File: src/rtl/gpio_sel_sequencer_if.sv
// gpio_sel_sequencer_if: write/commit/readback bus and mux control outputs of the GPIO select sequencer
interface gpio_sel_sequencer_if #(
  parameter int NUM_PINS = 38,
  parameter int SEL_W    = 4
);
  logic                      wr_valid;
  logic                      wr_ready;
  logic [5:0]                wr_pin;
  logic [SEL_W-1:0]          wr_sel;
  logic                      commit;
  logic                      busy;
  logic                      commit_done;
  logic                      err;
  logic                      err_clr;
  logic [NUM_PINS*SEL_W-1:0] pin_sel;
  logic [NUM_PINS-1:0]       pin_force_oeb;
  logic [5:0]                rd_pin;
  logic [SEL_W-1:0]          rd_shadow;
  logic [SEL_W-1:0]          rd_active;
  modport master (
    output wr_valid, wr_pin, wr_sel, commit, err_clr, rd_pin,
    input  wr_ready, busy, commit_done, err, pin_sel, pin_force_oeb, rd_shadow, rd_active
  );
  modport slave (
    input  wr_valid, wr_pin, wr_sel, commit, err_clr, rd_pin,
    output wr_ready, busy, commit_done, err, pin_sel, pin_force_oeb, rd_shadow, rd_active
  );
endinterface

File: src/rtl/gpio_sel_sequencer.sv
// gpio_sel_sequencer: shadow/active GPIO mux selects with break-before-make commit sequencing
module gpio_sel_sequencer #(
  parameter int NUM_PINS     = 38,
  parameter int NUM_PROJ     = 13,
  parameter int SEL_W        = 4,
  parameter int BREAK_CYCLES = 4
) (
  input  logic                       clk,
  input  logic                       rst,
  gpio_sel_sequencer_if.slave        s
);
  localparam int CW = $clog2(BREAK_CYCLES) + 1;
  typedef enum logic [1:0] {IDLE, BREAK, APPLY, RELEASE} state_t;
  state_t              state, state_nx;
  logic [CW-1:0]       cnt;
  logic [SEL_W-1:0]    shadow    [NUM_PINS];
  logic [SEL_W-1:0]    shadow_nx [NUM_PINS];
  logic [SEL_W-1:0]    active    [NUM_PINS];
  logic [NUM_PINS-1:0] mask;
  logic [NUM_PINS-1:0] force_q;
  logic                wr_fire;
  logic                wr_ok;
  logic                done_q;
  logic                err_q;
  logic                start;
  // post-write shadow, so a commit on the same edge as a write sees that write
  always_comb begin
    wr_fire = s.wr_valid && state == IDLE;
    wr_ok   = 32'(s.wr_pin) < NUM_PINS && 32'(s.wr_sel) < NUM_PROJ;
    start   = state == IDLE && s.commit;
    for (int i = 0; i < NUM_PINS; i++) begin
      shadow_nx[i] = (wr_fire && wr_ok && s.wr_pin == 6'(i)) ? s.wr_sel : shadow[i];
      mask[i]      = shadow_nx[i] != active[i];
    end
  end
  // next-state: unchanged commits skip the break phase entirely
  always_comb begin
    state_nx = state;
    state_nx = state == IDLE  ? (s.commit ? (|mask ? BREAK : APPLY) : IDLE) :
               state == BREAK ? (cnt == '0 ? APPLY : BREAK) :
               state == APPLY ? RELEASE : IDLE;
  end
  // state register
  always_ff @(posedge clk or posedge rst)
    if (rst) state <= IDLE;
    else     state <= state_nx;
  // shadow/active selects, forces, break counter and status flags
  always_ff @(posedge clk or posedge rst) begin
    if (rst) begin
      for (int i = 0; i < NUM_PINS; i++) begin
        shadow[i] <= '0;
        active[i] <= '0;
      end
      force_q <= '1;
      cnt     <= '0;
      done_q  <= 1'b0;
      err_q   <= 1'b0;
    end else begin
      for (int i = 0; i < NUM_PINS; i++) begin
        shadow[i] <= shadow_nx[i];
        active[i] <= state == APPLY ? shadow[i] : active[i];
      end
      force_q <= state == RELEASE ? '0 : start ? force_q | mask : force_q;
      cnt     <= (start && |mask) ? CW'(BREAK_CYCLES - 1) :
                 (state == BREAK && cnt != '0) ? cnt - CW'(1) : cnt;
      done_q  <= state == RELEASE;
      err_q   <= (wr_fire && !wr_ok) || (err_q && !s.err_clr);
    end
  end
  // outputs and combinational readback; out-of-range readback reads as 0
  always_comb begin
    s.wr_ready      = state == IDLE;
    s.busy          = state != IDLE;
    s.commit_done   = done_q;
    s.err           = err_q;
    s.pin_force_oeb = force_q;
    s.pin_sel       = '0;
    s.rd_shadow     = '0;
    s.rd_active     = '0;
    for (int i = 0; i < NUM_PINS; i++) begin
      s.pin_sel[i*SEL_W +: SEL_W] = active[i];
      if (s.rd_pin == 6'(i)) begin
        s.rd_shadow = shadow[i];
        s.rd_active = active[i];
      end
    end
  end
endmodule

File: src/flat_wrapper.sv
// flat-port wrapper written by rule: the top's interface ports become plain ports
module gpio_sel_sequencer_flat 
#(
  parameter int NUM_PINS     = 38,
  parameter int NUM_PROJ     = 13,
  parameter int SEL_W        = 4,
  parameter int BREAK_CYCLES = 4
)
  (clk, rst, s_wr_valid, s_wr_pin, s_wr_sel, s_commit, s_err_clr, s_rd_pin, s_wr_ready, s_busy, s_commit_done, s_err, s_pin_sel, s_pin_force_oeb, s_rd_shadow, s_rd_active);
  gpio_sel_sequencer_if #(.NUM_PINS(NUM_PINS), .SEL_W(SEL_W)) s_i ();
  input  logic clk;
  input  logic rst;
  input wire logic [$bits(s_i.wr_valid)-1:0] s_wr_valid;
  input wire logic [$bits(s_i.wr_pin)-1:0] s_wr_pin;
  input wire logic [$bits(s_i.wr_sel)-1:0] s_wr_sel;
  input wire logic [$bits(s_i.commit)-1:0] s_commit;
  input wire logic [$bits(s_i.err_clr)-1:0] s_err_clr;
  input wire logic [$bits(s_i.rd_pin)-1:0] s_rd_pin;
  output wire logic [$bits(s_i.wr_ready)-1:0] s_wr_ready;
  output wire logic [$bits(s_i.busy)-1:0] s_busy;
  output wire logic [$bits(s_i.commit_done)-1:0] s_commit_done;
  output wire logic [$bits(s_i.err)-1:0] s_err;
  output wire logic [$bits(s_i.pin_sel)-1:0] s_pin_sel;
  output wire logic [$bits(s_i.pin_force_oeb)-1:0] s_pin_force_oeb;
  output wire logic [$bits(s_i.rd_shadow)-1:0] s_rd_shadow;
  output wire logic [$bits(s_i.rd_active)-1:0] s_rd_active;
  assign s_i.wr_valid = s_wr_valid;
  assign s_i.wr_pin = s_wr_pin;
  assign s_i.wr_sel = s_wr_sel;
  assign s_i.commit = s_commit;
  assign s_i.err_clr = s_err_clr;
  assign s_i.rd_pin = s_rd_pin;
  assign s_wr_ready = s_i.wr_ready;
  assign s_busy = s_i.busy;
  assign s_commit_done = s_i.commit_done;
  assign s_err = s_i.err;
  assign s_pin_sel = s_i.pin_sel;
  assign s_pin_force_oeb = s_i.pin_force_oeb;
  assign s_rd_shadow = s_i.rd_shadow;
  assign s_rd_active = s_i.rd_active;
  gpio_sel_sequencer #(.NUM_PINS(NUM_PINS), .NUM_PROJ(NUM_PROJ), .SEL_W(SEL_W), .BREAK_CYCLES(BREAK_CYCLES)) u_core (.clk(clk), .rst(rst), .s(s_i));
endmodule
File: config.mk
export PLATFORM = sky130hd
export DESIGN_NAME = gpio_sel_sequencer_flat
export DESIGN_NICKNAME = d
export VERILOG_FILES = /design/src/rtl/gpio_sel_sequencer_if.sv /design/src/rtl/gpio_sel_sequencer.sv /design/src/flat_wrapper.sv
export SDC_FILE = /design/constraint.sdc
export NUM_CORES = 1
export LEC_CHECK = 0
export CAP_MARGIN = 15
export CELL_PAD_IN_SITES_DETAIL_PLACEMENT = 1
export CELL_PAD_IN_SITES_GLOBAL_PLACEMENT = 1
export CORE_ASPECT_RATIO = 0.8
export CORE_MARGIN = 10
export CORE_UTILIZATION = 40
export DETAILED_ROUTE_END_ITERATION = 6
export PLACE_DENSITY = 0.84
export RECOVER_POWER = 25
export SYNTH_ARGS = -nofsm -noshare
export SYNTH_HDL_FRONTEND = slang
export SYNTH_SLANG_ARGS = --single-unit
File: constraint.sdc
create_clock -name clk -period 13.5 [get_ports clk]
set_clock_uncertainty 0.05 [all_clocks]
set_input_delay 2.025 -clock clk [delete_from_list [all_inputs] [get_ports clk]]
set_output_delay 2.025 -clock clk [all_outputs]
set_load 0.02 [all_outputs]
# After elaboration in Yosys (flattened, before gate mapping)
# Index checks and enable logic that the tools add are counted.
# totals
inputBits,21
out_inout_bits,202
regBits,349
# classes
n_bitwise,1
order_cmp,2
addsub,1
muxes,124
eq_ne,115
n_reduce_logical,58
# op_table
cell,n
4-bit 2-to-1 mux,114
6-bit by 5-bit equality test with 1-bit output (second input constant),32
4-bit inequality test,38
6-bit by 4-bit equality test with 1-bit output (second input constant),16
38-bit 2-to-1 mux,2
6-bit equality test (second input constant),12
6-bit by 3-bit equality test with 1-bit output (second input constant),8
1-bit logical AND,46
38-bit OR,1
38-bit OR reduction,1
6-bit by 2-bit equality test with 1-bit output (second input constant),4
6-bit by 1-bit equality test with 1-bit output (second input constant),2
6-bit logical NOT,2
2-bit 2-to-1 mux,6
6-bit less-than comparator (second input constant),1
3-bit 2-to-1 mux,2
2-bit nonzero test,3
2-bit equality test (second input constant),2
4-bit less-than comparator (second input constant),1
3-bit logical NOT,1
3-bit nonzero test,1
3-bit by 1-bit subtractor with 3-bit output (second input constant),1
2-bit by 1-bit equality test with 1-bit output (second input constant),1
1-bit logical NOT,2
other kinds (2),2

# Longest topological paths before layout
# Gate-level depths: netlist of run 1.
# depth
word_depth,39
depth_mapped,12
ltp_nobuf,8

# Least setup slack after synthesis of run 1
# Ideal clock, no wire load.
# synth_path
path_type,input to output
startpoint,input port s_rd_pin[1]
endpoint,output port s_rd_active[3]
required_time_ns,11.425
n_path_buf,5
slack_ns,6.833
arrival_ns,4.592
cell_stages,9
path_cell_list,buf_2 > buf_1 > clkbuf_1 > buf_1 > clkbuf_1 > mux2i_1 > a221oi_1 > o21ai_0 > a311oi_1
# synth_via
elab_chain_cells,39
# synth_rtl
item,line_no,text
"start, declared",flat_wrapper.sv:18,input wire logic [$bits(s_i.rd_pin)-1:0] s_rd_pin;
6-bit logical NOT,gpio_sel_sequencer.sv:82,if (s.rd_pin == 6'(i)) begin
4-bit 2-to-1 mux (37 in a row),gpio_sel_sequencer.sv:82,
4-bit 2-to-1 mux (*),gpio_sel_sequencer.sv:82,
"end, declared",flat_wrapper.sv:26,output wire logic [$bits(s_i.rd_active)-1:0] s_rd_active;
# Mark *: on every way between the ends. The rest lies on a longest branch, timed or not.

# Worst setup path in the final report of run 1
# layout_path
startpoint,input port s_rd_pin[3]
endpoint,output port s_rd_active[3]
# The elaborated chain is that of the path after synthesis.

==> results of run 1 <==
==> path summary, 6_finish.rpt <==
path	from	end	slack [ps]	cells after the start
hold / removal	u_core.s.pin_force_oeb[16]	u_core.s.pin_force_oeb[16]	420	2
setup / recovery	s_rd_pin[3]	s_rd_active[3]	4930	10
hold reg to reg	u_core.s.pin_force_oeb[16]	u_core.s.pin_force_oeb[16]	420	2
setup reg to reg	u_core.state[1]	u_core.s.pin_sel[52]	5030	4
max in group asynchronous	rst	u_core.shadow[120]	6560	3
min in group asynchronous	rst	u_core.s.pin_sel[47]	3880	2
==> placed cells by master, fill, tap and decap left out, types with 11 or more instances in the layout <==
cell,count
xor2_1,41
nand2_1,464
or2_2,11
mux2_2,95
o2111ai_1,30
nor2b_1,21
nand2b_1,41
a221o_1,20
o211ai_1,12
dfrtp_1,311
o221ai_1,30
a22o_1,33
and2_1,11
clkbuf_1,17
xnor2_1,101
a21oi_1,91
clkdlybuf4s50_1,215
inv_1,111
nand4_1,33
a221oi_1,18
a22oi_1,13
nor3_1,34
a211oi_1,14
a31oi_1,12
mux2i_1,79
nor2_1,74
mux4_2,11
o21ai_0,188
clkbuf_16,41
dfstp_2,38
nand3_1,20
o22ai_1,44
buf_4,36
==> power by group through the flow <==
stage | registers, uW | logic, uW | clock network [uW]
after detailed placement | 1790 | 2240 | 0
final | 1800 | 2280 | 1100
after global placement | 1780 | 2150 | 0
after CTS | 1780 | 2260 | 1110
after global routing | 1830 | 2410 | 1160
after floorplan | 1870 | 1040 | 0
==> final cells by class <==
cell class              instances  area (um2)  area share [%]
flip-flops and latches        349        8781           35.19
repair buffers                259        2479           9.934
clock inverters                15       143.9          0.5767
inverters                     114       429.2           1.720
multi-input cells            1696       11120           44.57
clock buffers                  59        1134           4.543
diodes                          3       7.507         0.03009
well taps                     684       855.8           3.430
==> registers in the layout, indices dropped and copies added, names as in the netlist <==
signal and flops:
u_core.cnt 3, u_core.s.pin_sel 152, u_core.s.err 1, u_core.s.pin_force_oeb 38, u_core.s.commit_done 1, u_core.state 2
u_core.shadow 152
==> per-stage QoR <==
stage	power, uW	hold slack [ps]	cell area [um2]	util, %	cells
finish	5177	420.1	24950	48.55	3179
CTS	5148	424.2	24970	48.59	3175
global placement	3930	404.5	23690	46.10	3101
floorplan	2907	406.9	20940	-	2313
detailed placement	4032	411.3	23690	46.10	3101
global route	5393	445.5	24950	48.54	3177
==> routing by layer <==
metal,GRT usage [%],share of wire (%),vias to the layer above
met5,0,0.014,-
li1,-,-,8564
met1,40.59,43,10470
met3,6.299,9.4,140
met2,44.75,45,970
met4,8.685,2.7,2
==> Yosys cell counts (30+ instances only) <==
cell type  number  area (um2)
o22ai_1        44       275.3
a21oi_1        91       455.4
o2111ai_1      30       262.8
o21ai_0       188       940.9
xor2_1         41       359.1
nand2_1       464        1742
nor2_1         74       277.8
inv_1         112       420.4
dfrtp_1       311        7782
nand4_1        33       206.5
mux2i_1        79       790.8
a22o_1         33       289.0
o221ai_1       30       262.8
xnor2_1       101       884.6
nor3_1         34       170.2
clkbuf_1       96       360.4
mux2_2         95        1070
dfstp_2        38       998.5
nand2b_1       41       256.5
==> cells by family after synthesis <==
logic type	count (synthesis)	synth area share (%)
mux	186	10.14
buf+inv	268	5.049
fa+ha+maj	2	0.1195
xor+xnor	142	5.939
flops	349	41.93
simple gates	788	18.31
compound gates	578	18.51
==> worst max-delay path, cell delays in order <==
cell	delay (ps)
clkdlybuf4s50_1	780
nor3b_1	780
and2_1	510
a221oi_1	150
nor2_1	170
a21oi_1	80
nor4_1	310
o21ai_0	220
a311oi_1	700
clkdlybuf4s50_1	760
==> results.sh, run 1 <==
export IMPL_status="complete, but fails checks"
export IMPL_failed_checks="max-capacitance violations, max-slew violations"
export IMPL_switching_power_uw=2254
export IMPL_clkTransAtPathRegs_ps=60
export IMPL_ant_nets=0
export IMPL_fillers=5832
export IMPL_drive_gt1_share_pct=12.08
export IMPL_slew_headroom_pct=-326.1
export IMPL_cts_resized=0
export IMPL_cts_hold_buf=0
export IMPL_fin_crit_ps=8570
export IMPL_cts_setup_buffers=0
export IMPL_setup_viol=0
export IMPL_cts_buffers=40
export IMPL_power_frac_clock_pct=21.3
export IMPL_clock_root_buffer="clkbuf_16"
export IMPL_clock_fmax_ghz=0.1167
export IMPL_vias_per_cell=6.338
export IMPL_gp_congestion=0.9626
export IMPL_avgSynthCellArea_um2=9.053
export IMPL_grt_pass1_wl_um=138100
export IMPL_path_max_fanout=15
export IMPL_end_kind="primary output"
export IMPL_synth_seq_cells=349
export IMPL_p_int_uw=2923
export IMPL_p_leak_uw=0.01077
export IMPL_crit_required_ps=11430
export IMPL_cts_sinks=349
export IMPL_startpoint_type="input port"
export IMPL_ys_warn_count=0
export IMPL_drtIter0Drc=2070
export IMPL_wl_per_cell_um=29.26
export IMPL_hold_violations=0
export IMPL_port_buffers=222
export IMPL_synth_edf_count=0
export IMPL_die_height_um=224.6
export IMPL_synth_fp_nets=2336
export IMPL_drv_cap=5
export IMPL_die_w_um=275.8
export IMPL_cts_tree="yes"
export IMPL_area_growth_pct=19.15
export IMPL_globalRouteTotalUtil_pct=29.16
export IMPL_synthFlopType="dfrtp_1"
export IMPL_drc=0
export IMPL_top_level_ports=223
export IMPL_drv_slew=449
export IMPL_die_area_um2=61960
export IMPL_hpwl_um=66610
export IMPL_worstMarginPinSlew_ps=6356
export IMPL_worstPathArrival_ps=6500
export IMPL_async_flop_share_pct=100.0
export IMPL_cts_buffer_depth=3
export IMPL_drt_total_wl_um=93010
export IMPL_p_per_area_nw_per_um2=207.5
export IMPL_period_share_pct=63.48
export IMPL_cts_htree_levels=2
export IMPL_start_util_pct=40.75
export IMPL_peakVddDrop_v=0.0001064
export IMPL_pwr_share_comb_pct=44.0
export IMPL_rsz0062_at_grt="no"
export IMPL_hold_path_class="reg2reg"
export IMPL_antenna_found_initial=2
export IMPL_core_um2=51390
export IMPL_grt_pass1_vias=20610
export IMPL_vias=20150
export IMPL_finalSetupTns_ps=0
export IMPL_netlist_area_um2=20940
export IMPL_worst_slack_ps=4930
export IMPL_row_count=74
export IMPL_grt_ovfl_total=0
export IMPL_seq_area_frac_synth_pct=41.93
export IMPL_critPathKind="in2out"
export IMPL_clock_latency_ps=590
export IMPL_netlist_instances=2313
export IMPL_synth_cell_types=89
export IMPL_nets=2483
export IMPL_dp_slack_ps=5146
export IMPL_seqPwrFrac_pct=34.7
export IMPL_drt_first_pass_iters=5
export IMPL_switching_share_pct=43.55
export IMPL_grt_max_degree=141
Power figures use the tool's default switching activity.
==> inputs of run 2 (changes only) <==
==> constraint.sdc (replaced) <==
create_clock -name clk -period 8.7 [get_ports clk]
set_clock_uncertainty 0.05 [all_clocks]
set_input_delay 1.305 -clock clk [delete_from_list [all_inputs] [get_ports clk]]
set_output_delay 1.305 -clock clk [all_outputs]
set_load 0.02 [all_outputs]
==> results.sh, run 2 (same netlist as run 1, synthesis figures left out) <==
export IMPL_die_area_um2=61960
export IMPL_layout_common_cells="nand2_1, dfrtp_1, clkdlybuf4s50_1, o21ai_0, inv_1"
export IMPL_cts_tree="yes"
export IMPL_startpoint_type="input port"
export IMPL_hold_violations=0
export IMPL_die_height_um=224.6
export IMPL_globalRouteTotalUtil_pct=28.78
export IMPL_grt_max_degree=170
export IMPL_drtIter0Drc=2288
export IMPL_met2_length_um=40700
export IMPL_critPathMostFrequentCell="clkdlybuf4s50_1"
export IMPL_drc=0
export IMPL_slew_headroom_pct=-200.6
export IMPL_p_leak_uw=0.01080
export IMPL_worstPathArrival_ps=5690
export IMPL_wl_per_cell_um=28.85
export IMPL_m1WireLength_um=38440
export IMPL_setup_viol=0
export IMPL_die_w_um=275.8
export IMPL_path_cells="clkdlybuf4s50_1 -> nor3b_1 -> and2_1 -> a221oi_1 -> nor2_1 -> a21oi_1 -> nor4_1 -> o21ai_0 -> a311oi_1 -> clkdlybuf4s50_1"
export IMPL_dr_max_layer_used="met5"
export IMPL_failed_checks="max-capacitance violations, max-slew violations"
export IMPL_vias=20060
export IMPL_mostFrequentLayoutCell="nand2_1"
export IMPL_drt_total_wl_um=91610
export IMPL_p_per_area_nw_per_um2=322.2
export IMPL_grt_ovfl_total=0
export IMPL_clock_root_buffer="clkbuf_16"
export IMPL_start_util_pct=40.75
export IMPL_drive_gt1_share_pct=11.93
export IMPL_gp_congestion=0.9443
export IMPL_hpwl_um=65620
export IMPL_status="complete, but fails checks"
export IMPL_nets=2483
export IMPL_dp_slack_ps=1905
export IMPL_clkTransAtPathRegs_ps=60
export IMPL_port_buffers=222
export IMPL_period_share_pct=80.99
export IMPL_cts_htree_levels=2
export IMPL_antenna_found_initial=5
export IMPL_hold_path_class="reg2reg"
export IMPL_critPathKind="in2out"
export IMPL_cp_slowest_cell="clkdlybuf4s50_1"
export IMPL_drv_slew=485
export IMPL_path_max_fanout=15
export IMPL_worst_slack_ps=1654
export IMPL_fin_crit_ps=7046
export IMPL_fin_cells=3175
export IMPL_rsz0062_at_grt="no"
export IMPL_cts_buffer_depth=3
export IMPL_wl_met3_um=9611
export IMPL_clock_latency_ps=570
export IMPL_cts_hold_buf=0
export IMPL_peakVddDrop_v=0.0001389
export IMPL_clock_fmax_ghz=0.1419
export IMPL_worstMarginPinSlew_ps=4509
export IMPL_core_um2=51390
export IMPL_area_growth_pct=19.40
export IMPL_drv_cap=6
export IMPL_row_count=74
export IMPL_cts_sinks=349
export IMPL_grt_pass1_vias=20600
export IMPL_top_level_ports=223
export IMPL_drt_first_pass_iters=5
export IMPL_dp_cells=3102
export IMPL_vias_per_cell=6.318
export IMPL_end_kind="primary output"
export IMPL_cts_setup_buffers=0
export IMPL_grt_pass1_wl_um=136800
export IMPL_slowest_delay_ps=770
export IMPL_ant_nets=0
export IMPL_crit_required_ps=7340
export IMPL_cts_resized=0
export IMPL_cts_buffers=40
export IMPL_finalSetupTns_ps=0
## run 2: changes by cell type in the layout (fill, tap and decap cells not counted), sizes merged, moves of 2 or more
cell,previous run,this run
bufinv,2,5
clkbuf,62,66
clkinv,10,6
clkinvlp,4,1
diode,3,1
## run 2: final timing paths
kind	from	endpoint	slack (ps)	cells past startpoint
setup / recovery	s_rd_pin[3]	s_rd_active[3]	1650	10
setup reg to reg	u_core.state[0]	u_core.s.pin_sel[92]	3020	3
hold reg to reg	u_core.s.pin_force_oeb[16]	u_core.s.pin_force_oeb[16]	420	2
hold / removal	u_core.s.pin_force_oeb[16]	u_core.s.pin_force_oeb[16]	420	2
min in group asynchronous	rst	u_core.s.pin_sel[34]	2880	3
max in group asynchronous	rst	u_core.shadow[25]	2870	4
## run 2: stage by stage
step / area (um2) / hold slack [ps] / total power (uW) / utilization, %
global route: 25000 / 450.8 / 8413 / 48.65
global placement: 23710 / 405.0 / 6095 / 46.13
detailed placement: 23710 / 408.9 / 6232 / 46.13
finish: 25000 / 415.3 / 8056 / 48.65
CTS: 25040 / 419.8 / 8040 / 48.73
floorplan: 20940 / 406.9 / 4511 / -
## run 2: cell type report
type,count,area [um2]
fillers,5842,26390
multi-input cells,1696,11120
flip-flops and latches,349,8781
repair buffers,259,2476
clock buffers,62,1155
well taps,684,855.8
inverters,114,431.7
clock inverters,10,178.9
diodes,1,2.502
## run 2: power by group
group          switching, uW  internal (uW)  leakage (uW)
Combinational           2050           1470       0.00554
Sequential               678           2100       0.00462
Clock                    707           1060      0.000651
## run 2: routing by layer
layer,vias to the layer above,GRT usage (%)
li1,8553,-
met2,1050,43.89
met4,8,9.245
met1,10270,39.40
met5,-,0
met3,183,7.253
## run 2: critical path, delay by kind of cell
kind            cells  cell delay (ps)
compound gates      4             1170
simple gates        4             1700
buf+inv             2             1510
==> inputs of run 3 (changes only) <==
--- a/config.mk
+++ b/config.mk
@@ -12,7 +12,7 @@
 export CORE_MARGIN = 10
 export CORE_UTILIZATION = 40
 export DETAILED_ROUTE_END_ITERATION = 6
-export PLACE_DENSITY = 0.84
+export PLACE_DENSITY = 0.87
 export RECOVER_POWER = 25
 export SYNTH_ARGS = -nofsm -noshare
 export SYNTH_HDL_FRONTEND = slang
==> constraint.sdc (replaced) <==
create_clock -name clk -period 5.9 [get_ports clk]
set_clock_uncertainty 0.05 [all_clocks]
set_input_delay 0.885 -clock clk [delete_from_list [all_inputs] [get_ports clk]]
set_output_delay 0.885 -clock clk [all_outputs]
set_load 0.02 [all_outputs]
==> results.sh, run 3 (same netlist as run 1, synthesis figures left out) <==
export IMPL_worstReg2RegEnd="u_core.cnt[0]"
export IMPL_drc=0
export IMPL_path_buf_inv=2
export IMPL_port_buffers=222
export IMPL_hpwl_um=68100
export IMPL_p_int_uw=6777
export IMPL_drv_slew=236
export IMPL_vias=20610
export IMPL_vias_per_cell=6.408
export IMPL_dp_cells=3143
export IMPL_multi_input_area_um2=11120
export IMPL_gp_congestion=0.9761
export IMPL_core_um2=51390
export IMPL_cts_buffer_depth=3
export IMPL_switching_power_uw=5127
export IMPL_path_cells="clkdlybuf4s50_1 -> nor2b_1 -> and2_0 -> nand2_1 -> o22ai_1 -> a211oi_1 -> o22ai_1 -> a21o_1 -> clkdlybuf4s50_1"
export IMPL_cts_htree_levels=2
export IMPL_path_max_fanout=14
export IMPL_fin_cells=3216
export IMPL_hold_violations=0
export IMPL_worstMarginPinSlew_ps=3488
export IMPL_min_from="u_core.s.pin_force_oeb[16]"
export IMPL_clock_fmax_ghz=0.1800
export IMPL_period_share_pct=94.16
export IMPL_startpoint_type="input port"
export IMPL_crit_family="simple AND/OR/NAND/NOR gates"
export IMPL_cp_slowest_cell="and2_0"
export IMPL_rrSetupSlack_ps=1890
export IMPL_r2r_start="u_core.state[1]"
export IMPL_slew_headroom_pct=-132.6
export IMPL_drt_first_pass_iters=5
export IMPL_cts_sinks=349
export IMPL_fin_crit_ps=5556
export IMPL_slowest_delay_ps=730
export IMPL_grt_ovfl_total=0
export IMPL_pwr_share_comb_pct=44.3
export IMPL_power_frac_clock_pct=21.3
export IMPL_cts_resized=0
export IMPL_cts_hold_buf=0
export IMPL_hold_path_class="reg2reg"
export IMPL_clock_latency_ps=570
export IMPL_clkTransAtPathRegs_ps=70
export IMPL_grt_pass1_vias=21000
export IMPL_die_area_um2=61960
export IMPL_fillers=5814
export IMPL_failed_checks="max-capacitance violations, max-slew violations"
export IMPL_peakVddDrop_v=0.0002048
export IMPL_cts_tree="yes"
export IMPL_p_total_uw=11900
export IMPL_layout_common_cells="nand2_1, dfrtp_1, clkdlybuf4s50_1, o21ai_0, inv_1"
export IMPL_cts_setup_buffers=0
export IMPL_setup_viol=0
export IMPL_start_util_pct=40.75
export IMPL_end_kind="primary output"
export IMPL_seqPwrFrac_pct=34.4
export IMPL_die_height_um=224.6
export IMPL_status="complete, but fails checks"
export IMPL_p_per_area_nw_per_um2=470.3
export IMPL_switching_share_pct=43.07
export IMPL_r2r_cells=10
export IMPL_top_level_ports=223
export IMPL_drtIter0Drc=2559
export IMPL_mostFrequentLayoutCell="nand2_1"
export IMPL_drt_total_wl_um=93420
export IMPL_worstPathArrival_ps=4620
export IMPL_clock_root_buffer="clkbuf_16"
export IMPL_die_w_um=275.8
export IMPL_wl_per_cell_um=29.05
export IMPL_min_to="u_core.s.pin_force_oeb[16]"
export IMPL_worstHoldPathCells=2
export IMPL_drv_cap=3
export IMPL_ant_nets=0
export IMPL_antenna_found_initial=1
export IMPL_area_growth_pct=20.87
export IMPL_grt_max_degree=153
export IMPL_finalSetupTns_ps=0
export IMPL_crit_required_ps=4970
export IMPL_p_leak_uw=0.01101
export IMPL_drive_gt1_share_pct=13.71
export IMPL_grt_pass1_wl_um=139000
export IMPL_globalRouteTotalUtil_pct=29.24
export IMPL_critPathKind="in2out"
export IMPL_final_seq_area_um2=8781
export IMPL_rsz0062_at_grt="no"
export IMPL_row_count=74
export IMPL_nets=2524
export IMPL_cts_buffers=40
run 3: changes by cell type in the layout (fill, tap and decap cells not counted), moves of 2 or more:
cell / delta
buf_12: +2
buf_4: +42
bufinv_16: -4
clkbuf_1: -6
clkbuf_8: +6
clkdlybuf4s50_1: -3
clkinv_2: +2
run 3: power by group through the flow:
stage,Clock [uW],Combinational (uW),Sequential (uW)
floorplan,0,2380,4270
global placement,0,4970,4050
detailed placement,0,5190,4090
CTS,2550,5240,4060
global route,2650,5560,4160
finish,2530,5280,4090
run 3: how the worst max path moves through the flow:
stage | from | end | cells after the start
final | s_rd_pin[4] | s_rd_active[1] | 9
after global routing | s_rd_pin[4] | s_rd_active[1] | 10
after CTS | s_rd_pin[4] | s_rd_active[1] | 10
after detailed placement | s_rd_pin[4] | s_rd_active[1] | 10
after global placement | s_rd_pin[4] | s_rd_active[1] | 10
after floorplan | rst | u_core.cnt[0] | 1
run 3: routing by layer:
layer  wire length [um]  track usage [%]  up-vias  share of wire, %
met3               9369            5.525      213                10
met5                  0                0        -                 0
li1                   -                -     8657                 -
met2              42280            45.64     1164                45
met1              38710            40.26    10570                41
met4               3056            9.455        0               3.3
run 3: worst register-to-register path, stage by stage, from the launching register on:
cell	delay, ps
dfrtp_1	480
or3b_4	580
nor4b_2	390
buf_4	230
mux2_2	360
a221o_1	550
nor4_1	360
buf_4	190
nand4_1	190
nor4_4	350
a21oi_1	130
run 3: final cells by class:
class	count	share of cell area [%]
Tap cell	684	3.381
Antenna cell	1	0.009887
Multi-Input combinational cell	1696	43.94
Timing Repair Buffer	300	11.16
Clock buffer	63	4.815
Clock inverter	9	0.3016
Inverter	114	1.696
Sequential cell	349	34.69
run 3: metrics by stage:
step                utilization [%]  cell area (um2)  setup WS (ps)  hold WS (ps)
finish                        49.25            25310          344.4         414.5
global placement              46.75            24020          492.6         403.5
detailed placement            46.81            24050          440.0         408.0
global route                  49.25            25310          181.1         449.9
CTS                           49.33            25350          447.2         420.2
floorplan                         -            20940          323.6         406.9
